<file path="src/rtl/uart_rx_fifo_param.sv">
// uart_rx_fifo_param: oversampling UART receiver with runtime frame format and a first-word-fall-through FIFO.
// Latency: rx_valid rises 1 clk after the tick that samples the final stop bit.
// Backpressure: none toward the line; a good word arriving while the FIFO is full (and not popped) is dropped with an overrun pulse.
// Ports: clk, rst (async, active-low); tick = oversample enable; rx = serial in; rx_en = start-detect enable;
//   data_bits/stop2/parity_en/parity_odd = frame format, latched when a start bit is detected;
//   rx_data/rx_valid/rx_ready = FIFO head and pop; fifo_count = fill level; rx_busy = frame in progress;
//   frame_err/parity_err/overrun = 1-clk status pulses.
// Optional feature: define UART_RX_PARITY_EN to enable the parity bit; otherwise the parity ports are ignored.
module uart_rx_fifo_param #(
  parameter int DATA_W     = 8,
  parameter int OVERSAMPLE = 16,
  parameter int DEPTH      = 4
) (
  input  logic                   clk,
  input  logic                   rst,
  input  logic                   tick,
  input  logic                   rx,
  input  logic                   rx_en,
  input  logic [2:0]             data_bits,
  input  logic                   stop2,
  input  logic                   parity_en,
  input  logic                   parity_odd,
  output logic [DATA_W-1:0]      rx_data,
  output logic                   rx_valid,
  input  logic                   rx_ready,
  output logic [$clog2(DEPTH):0] fifo_count,
  output logic                   rx_busy,
  output logic                   frame_err,
  output logic                   parity_err,
  output logic                   overrun
);
  localparam int CW = $clog2(OVERSAMPLE);
  localparam int IW = $clog2(DATA_W);
  localparam int PW = $clog2(DEPTH);
  localparam logic [CW-1:0] HALF_LAST = CW'(OVERSAMPLE / 2 - 1);
  localparam logic [CW-1:0] FULL_LAST = CW'(OVERSAMPLE - 1);

  typedef enum logic [2:0] {
    IDLE,
    START,
    DATA,
`ifdef UART_RX_PARITY_EN
    PARITY,
`endif
    STOP
  } state_t;

  // two-flop synchroniser; idles high so reset never looks like a start bit
  logic rx_meta, rx_s;
  always_ff @(posedge clk or negedge rst) begin
    if (!rst) begin
      rx_meta <= 1'b1;
      rx_s    <= 1'b1;
    end else begin
      rx_meta <= rx;
      rx_s    <= rx_meta;
    end
  end

  // index of the last data bit, clamped to 4..DATA_W-1
  logic [IW-1:0] eff_last;
  always_comb begin
    if (data_bits < 3'd4)                eff_last = IW'(4);
    else if (32'(data_bits) > DATA_W - 1) eff_last = IW'(DATA_W - 1);
    else                                 eff_last = IW'(data_bits);
  end

  state_t        state, state_n;
  logic [CW-1:0] cnt, cnt_n;
  logic [IW-1:0] idx, idx_n, last_r, last_n;
  logic [DATA_W-1:0] data_r, data_n;
  logic          s2_r, s2_n, second_stop, second_n, ferr_r, ferr_n;
  logic          push, frame_err_n, parity_err_n, par_bad;

`ifdef UART_RX_PARITY_EN
  logic pe_r, pe_n, po_r, po_n, pbit_r, pbit_n;
  // even parity: data XOR parity bit must be 0; odd: must be 1
  assign par_bad = pe_r && ((^data_r ^ pbit_r) != po_r);
`else
  logic unused_parity;
  assign unused_parity = parity_en ^ parity_odd;
  assign par_bad       = 1'b0;
`endif

  always_ff @(posedge clk or negedge rst) begin
    if (!rst) begin
      state       <= IDLE;
      cnt         <= '0;
      idx         <= '0;
      last_r      <= '0;
      data_r      <= '0;
      s2_r        <= 1'b0;
      second_stop <= 1'b0;
      ferr_r      <= 1'b0;
      frame_err   <= 1'b0;
      parity_err  <= 1'b0;
`ifdef UART_RX_PARITY_EN
      pe_r        <= 1'b0;
      po_r        <= 1'b0;
      pbit_r      <= 1'b0;
`endif
    end else begin
      state       <= state_n;
      cnt         <= cnt_n;
      idx         <= idx_n;
      last_r      <= last_n;
      data_r      <= data_n;
      s2_r        <= s2_n;
      second_stop <= second_n;
      ferr_r      <= ferr_n;
      frame_err   <= frame_err_n;
      parity_err  <= parity_err_n;
`ifdef UART_RX_PARITY_EN
      pe_r        <= pe_n;
      po_r        <= po_n;
      pbit_r      <= pbit_n;
`endif
    end
  end

  always_comb begin
    state_n      = state;
    cnt_n        = cnt;
    idx_n        = idx;
    last_n       = last_r;
    data_n       = data_r;
    s2_n         = s2_r;
    second_n     = second_stop;
    ferr_n       = ferr_r;
    push         = 1'b0;
    frame_err_n  = 1'b0;
    parity_err_n = 1'b0;
`ifdef UART_RX_PARITY_EN
    pe_n         = pe_r;
    po_n         = po_r;
    pbit_n       = pbit_r;
`endif
    if (tick) begin
      case (state)
        IDLE: begin
          if (rx_en && !rx_s) begin
            state_n  = START;
            cnt_n    = '0;
            idx_n    = '0;
            data_n   = '0;
            second_n = 1'b0;
            ferr_n   = 1'b0;
            last_n   = eff_last;
            s2_n     = stop2;
`ifdef UART_RX_PARITY_EN
            pe_n     = parity_en;
            po_n     = parity_odd;
`endif
          end
        end
        START: begin
          if (cnt == HALF_LAST) begin
            cnt_n   = '0;   // from here on, full-period samples land mid-bit
            state_n = rx_s ? IDLE : DATA;
          end else begin
            cnt_n = cnt + 1'b1;
          end
        end
        DATA: begin
          if (cnt == FULL_LAST) begin
            cnt_n       = '0;
            data_n[idx] = rx_s;
            if (idx == last_r) begin
`ifdef UART_RX_PARITY_EN
              state_n = pe_r ? PARITY : STOP;
`else
              state_n = STOP;
`endif
            end else begin
              idx_n = idx + 1'b1;
            end
          end else begin
            cnt_n = cnt + 1'b1;
          end
        end
`ifdef UART_RX_PARITY_EN
        PARITY: begin
          if (cnt == FULL_LAST) begin
            cnt_n   = '0;
            pbit_n  = rx_s;
            state_n = STOP;
          end else begin
            cnt_n = cnt + 1'b1;
          end
        end
`endif
        STOP: begin
          if (cnt == FULL_LAST) begin
            cnt_n = '0;
            if (s2_r && !second_stop) begin
              second_n = 1'b1;
              ferr_n   = ferr_r | !rx_s;
            end else begin
              state_n = IDLE;
              if (ferr_r || !rx_s) frame_err_n  = 1'b1;
              else if (par_bad)    parity_err_n = 1'b1;
              else                 push         = 1'b1;
            end
          end else begin
            cnt_n = cnt + 1'b1;
          end
        end
        default: state_n = IDLE;
      endcase
    end
  end

  assign rx_busy = (state != IDLE);

  // FWFT FIFO; a pop in the same clk frees the slot a full-FIFO push needs
  logic [DATA_W-1:0] mem [DEPTH];
  logic [PW-1:0]     wr_ptr, rd_ptr;
  logic              pop, full, do_push;

  assign rx_valid = (fifo_count != '0);
  assign full     = (fifo_count == (PW + 1)'(DEPTH));
  assign pop      = rx_valid && rx_ready;
  assign do_push  = push && (!full || pop);
  assign rx_data  = rx_valid ? mem[rd_ptr] : '0;

  always_ff @(posedge clk) begin
    if (do_push) mem[wr_ptr] <= data_r;
  end

  always_ff @(posedge clk or negedge rst) begin
    if (!rst) begin
      wr_ptr     <= '0;
      rd_ptr     <= '0;
      fifo_count <= '0;
      overrun    <= 1'b0;
    end else begin
      overrun <= push && full && !pop;
      if (do_push) wr_ptr <= wr_ptr + 1'b1;
      if (pop)     rd_ptr <= rd_ptr + 1'b1;
      if (do_push && !pop)      fifo_count <= fifo_count + 1'b1;
      else if (!do_push && pop) fifo_count <= fifo_count - 1'b1;
    end
  end
endmodule

</file>
<file path="config.mk">
export PLATFORM = sky130hd
export DESIGN_NAME = uart_rx_fifo_param
export DESIGN_NICKNAME = d
export VERILOG_FILES = /design/src/rtl/uart_rx_fifo_param.sv
export SDC_FILE = /design/constraint.sdc
export NUM_CORES = 1
export LEC_CHECK = 0
export ABC_AREA = 1
export BUFFER_PORTS_ARGS = -buffer_cell sky130_fd_sc_hd__buf_2
export CORE_ASPECT_RATIO = 1.75
export CORE_MARGIN = 1
export CORE_UTILIZATION = 45
export CTS_CLUSTER_SIZE = 8
export DETAILED_ROUTE_END_ITERATION = 10
export GPL_ROUTABILITY_DRIVEN = 0
export PLACE_DENSITY = 0.66
export SYNTH_ARGS = -nofsm -noshare
export SYNTH_HDL_FRONTEND = slang
export SYNTH_SLANG_ARGS = --single-unit
</file>
<file path="constraint.sdc">
create_clock -name clk -period 2 [get_ports clk]
set_input_delay 0.4 -clock clk [delete_from_list [all_inputs] [get_ports clk]]
set_output_delay 0.4 -clock clk [all_outputs]
set_load 0.1 [all_outputs]
</file>
-- Word-level counts from Yosys, hierarchy flattened
Memories as Yosys holds them, arrays and structs flattened.
Index checks and enable logic that the tools add are counted.
W data, S select, Z words.
- memories kept: 1
- output and inout port bits: 16
- memory bits (writable): 32
- flip-flop bits (word level): 35
- input bits: 12
- memory bits (read-only): 0
- latch bits: 0
- logic and storage cells: 116
- $mul: 0
- bitwise gates (word level): 1
- $add $sub $neg: 6
- order comparisons: 3
- eq/ne operators: 15
- multiplexer cells: 45
- reductions and logical operators: 30
- div/mod/pow operators: 0
- shifts and indexed selects: 0
- memories (memory ; depth ; width ; rd ports ; clocked after Yosys merged registers in ; wr ports ; RTL line ; text):
    mem ; 4 ; 8 ; 1 ; 0 ; 1 ; 216 ; logic [DATA_W-1:0] mem [DEPTH];
- operator list (operator ; count):
    $mux W3 ; 12
    $mux W8 ; 3
    $mux W1 ; 18
    $ne A2 B2 Y1 const B ; 8
    $pmux W8 S2 ; 1
    $mux W4 ; 3
    $pmux W3 S4 ; 1
    $pmux W4 S3 ; 1
    $reduce_and A5 Y1 ; 2
    $logic_and A1 B1 Y1 ; 9
    $reduce_bool A3 Y1 ; 3
    $bwmux W8 ; 1
    $reduce_and A7 Y1 ; 1
    $add A3 B1 Y3 const B ; 2
    $eq A3 B2 Y1 const B ; 2
    $pmux W3 S2 ; 1
    $reduce_and A3 Y1 ; 2
    $reduce_bool A2 Y1 ; 3
    $logic_not A1 Y1 ; 5
    $add A2 B1 Y2 const B ; 2
    $add A4 B1 Y4 const B ; 1
    $eq A4 B3 Y1 const B ; 1
    $eq A4 B4 Y1 const B ; 1
    $lt A3 B4 Y1 const B ; 1
    other kinds (14) ; 16

-- Longest topological paths before layout
Gate-level depths: netlist of run 1.
- word-level depth: 12
- mapped depth: 12
- mapped depth without buffers: 12

-- Worst setup path after synthesis of run 1
No wires, ideal clock.
- kind: register to output
- from: register fifo_count[2]
- to: output port rx_data[0]
- data arrival time: 3648 ps
- stages on the path, launching flop included: 5
- path buffers: 0
- path slack: -2048 ps
- required time: 1600 ps
- path through: dfrtp_1 -> inv_1 -> nand2_1 -> inv_1 -> a21oi_1
- cells in the longest elaborated chain, start to end: 2
- RTL lines (element ; RTL line ; text):
    start, declared ; 26 ; output logic [$clog2(DEPTH):0] fifo_count,
    start signal, assigned ; 240 ; if (do_push && !pop) fifo_count <= fifo_count + 1'b1;
    start signal, assigned ; 241 ; else if (!do_push && pop) fifo_count <= fifo_count - 1'b1;
    $reduce_bool A3 Y1 ; 220 ; assign rx_valid = (fifo_count != '0);
    net rx_valid ; 24 ; output logic rx_valid,
    $mux W8 ; 224 ; assign rx_data = rx_valid ? mem[rd_ptr] : '0;
    end, declared ; 23 ; output logic [DATA_W-1:0] rx_data,
The timed path passes the listed nets, and every way through them passes these cells.

-- Worst setup path after layout of run 1
- from: register rd_ptr[1]
- to: output port rx_data[5]
- cells in the longest elaborated chain, start to end: 2
- RTL lines (element ; RTL line ; text):
    start, declared ; 217 ; logic [PW-1:0] wr_ptr, rd_ptr;
    start signal, assigned ; 239 ; if (pop) rd_ptr <= rd_ptr + 1'b1;
    $mem_v2 Z4 W8 ; n/a ;
    $mux W8 ; 224 ;
No other way between the ends.

==> flow_summary.rst, run 1 <==
.. list-table::
   :header-rows: 1

   * - Metric
     - Value
   * - Status
     - finished clean
   * - Leakage power
     - 1.78 nW
   * - Most numerous cell in the Yosys netlist
     - nand2_1
   * - Length of routed wiring on met1
     - 2.26 mm
   * - Number of DRC violations after detailed routing
     - 0
   * - Via count of the first global-routing pass
     - around 2300
   * - CTS tree
     - done
   * - Cells after synthesis
     - roughly 330
   * - Summed instance area of the synthesized netlist
     - between 3000 and 4000 um^2
   * - Final wirelength
     - roughly 6 mm
   * - Final routed wire length divided by cell count
     - around 13 um
   * - CP Data Arrival Time
     - 1.57 ns
   * - Post-layout minimum cycle time
     - between 1.5 and 2 ns
   * - Metal2 WL
     - 3.54 mm
   * - Proportion of netlist area held by the largest area contributor
     - 0.310
   * - Pre-CTS setup slack
     - -0.0189 ns
   * - Ratio of total power to cell area
     - about 1700 nW/um^2
   * - EDFF count, synth
     - 32
   * - Clock root buffer master
     - clkbuf_16
   * - Critical Path End Type
     - output pin
   * - Main area contributors after synthesis
     - edfxtp_1, dfrtp_1, nand2_1
   * - Number of placement rows
     - 39
   * - Number of pins exceeding their max-slew limit in the final report
     - 0
   * - Amount of wire on met3 after detailed routing
     - approximately 120 um
   * - Quantity of I/O buffers inserted on ports
     - 24
   * - Total Power Consumption
     - approximately 7.2 mW
   * - Length in cells of the worst reg-to-reg path
     - 8
   * - Area of the die
     - approximately 7200 um^2
   * - CORE AREA
     - approximately 6600 um^2
   * - CP Data Required Time
     - 1.60 ns
   * - Fraction of the core area covered by cells at the end of the flow
     - 0.629
   * - Startpoint types
     - register
   * - Hold Crit Class
     - primary input to register
   * - Top cells by instance count after synthesis
     - nand2_1, nor2_1, dfrtp_1, edfxtp_1, inv_1
   * - Number of different library cells in the post-synthesis netlist
     - 31
   * - Total clock buffers created by CTS
     - 9
   * - Clock Skews
     - around 0.0041 ns
   * - Final setup slack of the worst path
     - 0.0323 ns
   * - Critical-path maximum fanout
     - 8
   * - Horizontal die dimension
     - around 65 um
   * - FILL cells
     - around 550
   * - Drt initial violations
     - 76
   * - Total routing usage reported by global routing
     - 0.190
   * - Setup-failing EPs final
     - 0
   * - DR top layer
     - met4
   * - Final hold violations
     - 0
   * - Seq/Total Area, Yosys
     - 0.584
   * - Area leader, netlist
     - edfxtp_1
   * - Die Y
     - approximately 110 um
   * - Overflow left after global routing
     - 0
   * - Pin count of the biggest net entering global routing
     - 21
   * - Layout cells sized above 1
     - 0.296
   * - Finished Cell Area
     - roughly 4100 um^2
   * - RSZ-0062 raised after global routing
     - true
   * - Ant diodes
     - 0
   * - Clock transition at the register clock pins on the worst setup and hold paths after CTS
     - approximately 0.050 ns
   * - Ports
     - 28
   * - HPWL after DPL
     - between 4 and 5 mm
   * - Period utilization
     - 0.984
   * - Vias per cell
     - ~4.9
   * - Vias
     - 2335
   * - Syn Nets
     - 347
   * - Area overhead of the layout relative to synthesis
     - 33.6%
   * - Mean instance size in the synthesized netlist
     - roughly 9.5 um^2
   * - Number of sinks driven by the clock tree
     - 66
   * - H-Tree Level Count
     - 3
   * - Hold Path Cell Cnt
     - 1
   * - Maximum buffer depth of the clock tree
     - 2
   * - Global-route wire length before repair
     - around 10 mm
   * - Reg-to-reg setup timing slack
     - around 0.060 ns
   * - Most instantiated flip-flop cell in the synthesis netlist
     - edfxtp_1
   * - Number of nets with antenna violations after routing
     - 0
   * - Worst Path Class, Setup
     - register to output pin
   * - Clock insertion delay at the later pin of the skew report
     - roughly 0.32 ns
   * - Worst supply voltage drop on vdd
     - approximately 1000 uV
   * - Number of antenna violations at the first check in global routing
     - 0
   * - Count of TritonRoute iterations in the first routing pass
     - 4
   * - Maximum achievable frequency
     - between 500 and 600 MHz
   * - Yosys warns
     - 0
   * - Count of maximum capacitance violations
     - 0
   * - Dpl cell area
     - roughly 3800 um^2
   * - Fraction of registers with async set/reset
     - 0.515
   * - Layout net count
     - ~410
   * - Initial cell density of the core
     - 0.471
   * - FF+latch count, synth
     - 66
[per-stage QoR]
step                      hold WS, ns  setup TNS, ns  instances
after floorplan                 0.104          -2.74        327
after global placement          0.298              0        453
after detailed placement        0.298        -0.0289        453
after CTS                       0.166              0        470
after global routing            0.162         -0.299        474
final                           0.173              0        474
[cell type report]
class / instances / area [um^2] / area share
Clock inverter: 4 / 51.3 / 0.0124
Inverter: 30 / 124 / 0.0299
Sequential cell: 66 / 1830 / 0.441
Tap cell: 82 / 103 / 0.0247
Multi-Input combinational cell: 221 / 1260 / 0.303
Clock buffer: 12 / 246 / 0.0594
Timing Repair Buffer: 59 / 538 / 0.130
[worst max-delay path, cell delays in order, from the launching register on]
cell and delay (ns):
dfrtp_2 0.41, clkinvlp_4 0.19, nor2_1 0.15, o21ai_1 0.12, a21oi_4 0.19, buf_12 0.19
[state kept, by name, summed over array words and instances (netlist names), 2 cells and up]
register    cells
mem            32
data_r          8
cnt             4
fifo_count      3
idx             3
last_r          3
rd_ptr          2
state           2
wr_ptr          2
[per-layer routing]
layer  vias to the layer above  track usage
li1                       1205            -
met1                      1090        0.194
met2                        32        0.347
met3                         8       0.0369
met4                         0        0.104
met5                         -            0
[where the power goes]
group / switching, mW / internal, mW
clock: 0.524 / 0.998
sequential: 0.161 / 1.62
combinational: 2.58 / 1.36
[cells in the final DEF, fill, tap and decap left out, types with 10 or more instances in the layout]
master,Yosys,final
buf_4,1,30
buf_2,6,16
dfrtp_1,32,27
buf_12,0,10
nor2_1,49,45
o21ai_1,8,25
inv_1,28,24
edfxtp_1,32,32
nand2_1,63,60
nand3_1,22,22
[cell families after synthesis]
group / Yosys count / synth area share
AO/OA/AOI/OAI: 43 / 0.0697
XOR/XNOR: 6 / 0.0169
adder cells (fa/ha/maj): 8 / 0.0347
buffers and inverters: 40 / 0.0568
flip-flops: 66 / 0.584
multiplexers: 1 / 0.00363
other: 1 / 0.00121
AND/OR/NAND/NOR: 162 / 0.233
[final timing paths]
check                              startpoint       endpoint
max in group asynchronous                 rst        rx_meta
worst min register to register        rx_meta           rx_s
worst max register to register  fifo_count[1]  fifo_count[1]
worst max-delay path                rd_ptr[1]     rx_data[5]
worst min-delay path                       rx        rx_meta
min in group asynchronous                 rst         idx[1]
[repair_timing]
action,CTS,global route
resized for setup,12,25
pin swaps,3,3
hold endpoints to repair,10,0
endpoints found under the setup margin,10,10
hold buffers,1,0
setup buffers,1,4
Note: power is estimated with default switching activity, not from simulation.
==> run 2: changes to the inputs <==
Settings changed: CTS_BUF_LIST from default to sky130_fd_sc_hd__clkbuf_16.
==> run 2 against run 1 <==
Via count grew 0.13%. Worst setup slack lost 0.0051 ns. Sequential share of layout area grew 0.11 points. Register-to-register slack is essentially flat. Die area is the same. Flip-flop and latch count is the same. Final area shrank 0.24%.
==> flow_summary.rst, run 2 (synthesis results as in run 1) <==
.. list-table::
   :header-rows: 1

   * - Metric
     - Value
   * - Number of placement rows
     - 39 (unchanged)
   * - Critical path startpoint
     - rd_ptr[1] (unchanged)
   * - Period utilization
     - 0.986 (was 0.984)
   * - Non-filler instance count after layout
     - 474 (unchanged)
   * - Total routing usage reported by global routing
     - 0.190 (about the same)
   * - Ant diodes
     - 0 (unchanged)
   * - Startpoint of the worst hold path
     - rx (unchanged)
   * - Final wirelength
     - 6.08 mm (was 6.04 mm)
   * - H-Tree Level Count
     - 3 (unchanged)
   * - Vias per cell
     - 4.93 (about the same)
   * - Clock transition at the register clock pins on the worst setup and hold paths after CTS
     - 0.05 ns (about the same)
   * - Area of the die
     - 7250 um^2 (unchanged)
   * - Status
     - finished clean (unchanged)
   * - Leakage power
     - 1.78 nW (about the same)
   * - Clock root buffer master
     - clkbuf_16 (unchanged)
   * - Ports
     - 28 (unchanged)
   * - Number of antenna violations at the first check in global routing
     - 0 (unchanged)
   * - Maximum achievable frequency
     - 507 MHz (was 508 MHz)
   * - Ratio of total power to cell area
     - 1740 nW/um^2 (was 1750 nW/um^2)
   * - Largest registers
     - mem (32), data_r (8), cnt (4) (unchanged)
   * - Die Y
     - 112 um (unchanged)
   * - Worst Path Class, Setup
     - register to output pin (unchanged)
   * - Layout net count
     - 407 (unchanged)
   * - CORE AREA
     - 6590 um^2 (unchanged)
   * - Critical-path maximum fanout
     - 8 (unchanged)
   * - Area overhead of the layout relative to synthesis
     - 33.3% (was 33.6%)
   * - Register containing the most flip-flops in the final layout
     - mem (unchanged)
   * - Total clock buffers created by CTS
     - 9 (unchanged)
   * - Quantity of I/O buffers inserted on ports
     - 24 (unchanged)
   * - Startpoint types
     - register (unchanged)
   * - Pin count of the biggest net entering global routing
     - 21 (unchanged)
   * - Cell Count Post-Placement
     - 453 (unchanged)
   * - Final setup slack of the worst path
     - 0.0272 ns (was 0.0323 ns)
   * - Horizontal die dimension
     - 64.8 um (unchanged)
   * - Worst r2r src
     - fifo_count[1] (unchanged)
   * - Initial cell density of the core
     - 0.471 (unchanged)
   * - Number of DRC violations after detailed routing
     - 0 (unchanged)
   * - Flip-flop count of the largest register after layout
     - 32 (unchanged)
   * - Maximum buffer depth of the clock tree
     - 2 (unchanged)
   * - Count of maximum capacitance violations
     - 0 (unchanged)
   * - Global-route wire length before repair
     - 10.4 mm (about the same)
   * - CP Data Arrival Time
     - 1.57 ns (about the same)
   * - Number of nets with antenna violations after routing
     - 0 (unchanged)
   * - Pre-CTS setup slack
     - -0.0189 ns (unchanged)
   * - Overflow left after global routing
     - 0 (unchanged)
   * - Reg-to-reg setup timing slack
     - 0.06 ns (about the same)
   * - Commonest non-fill, non-tap cells in the layout
     - nand2_1, nor2_1, edfxtp_1, buf_4, dfrtp_1 (unchanged)
   * - Clock Skews
     - 0.00441 ns (was 0.00415 ns)
   * - Fraction of the core area covered by cells at the end of the flow
     - 0.628 (was 0.629)
   * - RSZ-0062 raised after global routing
     - true (unchanged)
   * - Number of sinks driven by the clock tree
     - 66 (unchanged)
   * - CP Data Required Time
     - 1.60 ns (about the same)
   * - Clock insertion delay at the later pin of the skew report
     - 0.32 ns (about the same)
   * - Final routed wire length divided by cell count
     - 12.8 um (was 12.7 um)
   * - Drt initial violations
     - 53 (was 76)
   * - Worst supply voltage drop on vdd
     - 927 uV (was 1000 uV)
   * - Post-layout minimum cycle time
     - 1.97 ns (about the same)
   * - Setup-failing EPs final
     - 0 (unchanged)
   * - Layout cells sized above 1
     - 0.293 (was 0.296)
   * - Vias
     - 2338 (was 2335)
   * - Count of TritonRoute iterations in the first routing pass
     - 4 (unchanged)
   * - Final hold slack
     - 0.173 ns (about the same)
   * - HPWL after DPL
     - 4.49 mm (unchanged)
   * - Via count of the first global-routing pass
     - 2341 (was 2335)
   * - Critical Path End Type
     - output pin (unchanged)
   * - Final hold violations
     - 0 (unchanged)
   * - Most common cell after layout, fill and taps aside
     - nand2_1 (unchanged)
   * - Number of pins exceeding their max-slew limit in the final report
     - 0 (unchanged)
   * - Hold Crit Class
     - primary input to register (unchanged)
   * - CTS tree
     - done (unchanged)
==> run 2: metrics by stage <==
step           power, mW  instance area [um^2]  setup TNS (ns)
2_1_floorplan       4.48                  3240           -2.74
3_3_place_gp        5.52                  3750               0
3_5_place_dp        5.59                  3750         -0.0289
4_1_cts             7.14                  4080               0
5_1_grt             7.57                  4140          -0.306
6_report            7.20                  4140               0
==> run 2: worst paths after layout <==
path	endpoint	depth (start not counted)
worst min-delay path	rx_meta	1
worst max register to register	fifo_count[1]	8
worst max-delay path	rx_data[5]	5
worst min register to register	rx_s	0
min in group asynchronous	idx[1]	2
max in group asynchronous	rx_meta	3
==> run 2: timing repair <==
item                                    in CTS  in global routing
hold buffers                                 1                  0
setup buffers                                1                  4
endpoints found under the setup margin      10                 10
pin swaps                                    3                  3
gates resized for setup                     12                 25
endpoints found under the hold margin       10                  0
==> run 2: metal layers <==
layer,vias to the layer above,part of all wire,GRT usage
met5,-,0,0
met4,0,0.016,0.0904
met3,8,0.025,0.0461
met2,35,0.58,0.349
met1,1092,0.38,0.193
li1,1203,-,-
==> run 2: critical path, cell delays in order, from the launching register on <==
cell and delay, ns:
dfrtp_2 0.41, clkinvlp_4 0.20, nor2_1 0.15, o21ai_1 0.12, a21oi_4 0.19, buf_12 0.19
==> run 2: report_power, final <==
part           internal [mW]  switching, mW
clock network          0.949          0.525
registers               1.62          0.161
logic                   1.36           2.58
total                   3.93           3.27
==> run 2: layout make-up <==
type | count | area [um^2]
flip-flops and latches | 66 | 1830
clock buffers | 9 | 225
inverters | 30 | 124
repair buffers | 59 | 538
multi-input cells | 221 | 1260
fillers | 554 | 2450
well taps | 82 | 103
clock inverters | 7 | 62.6
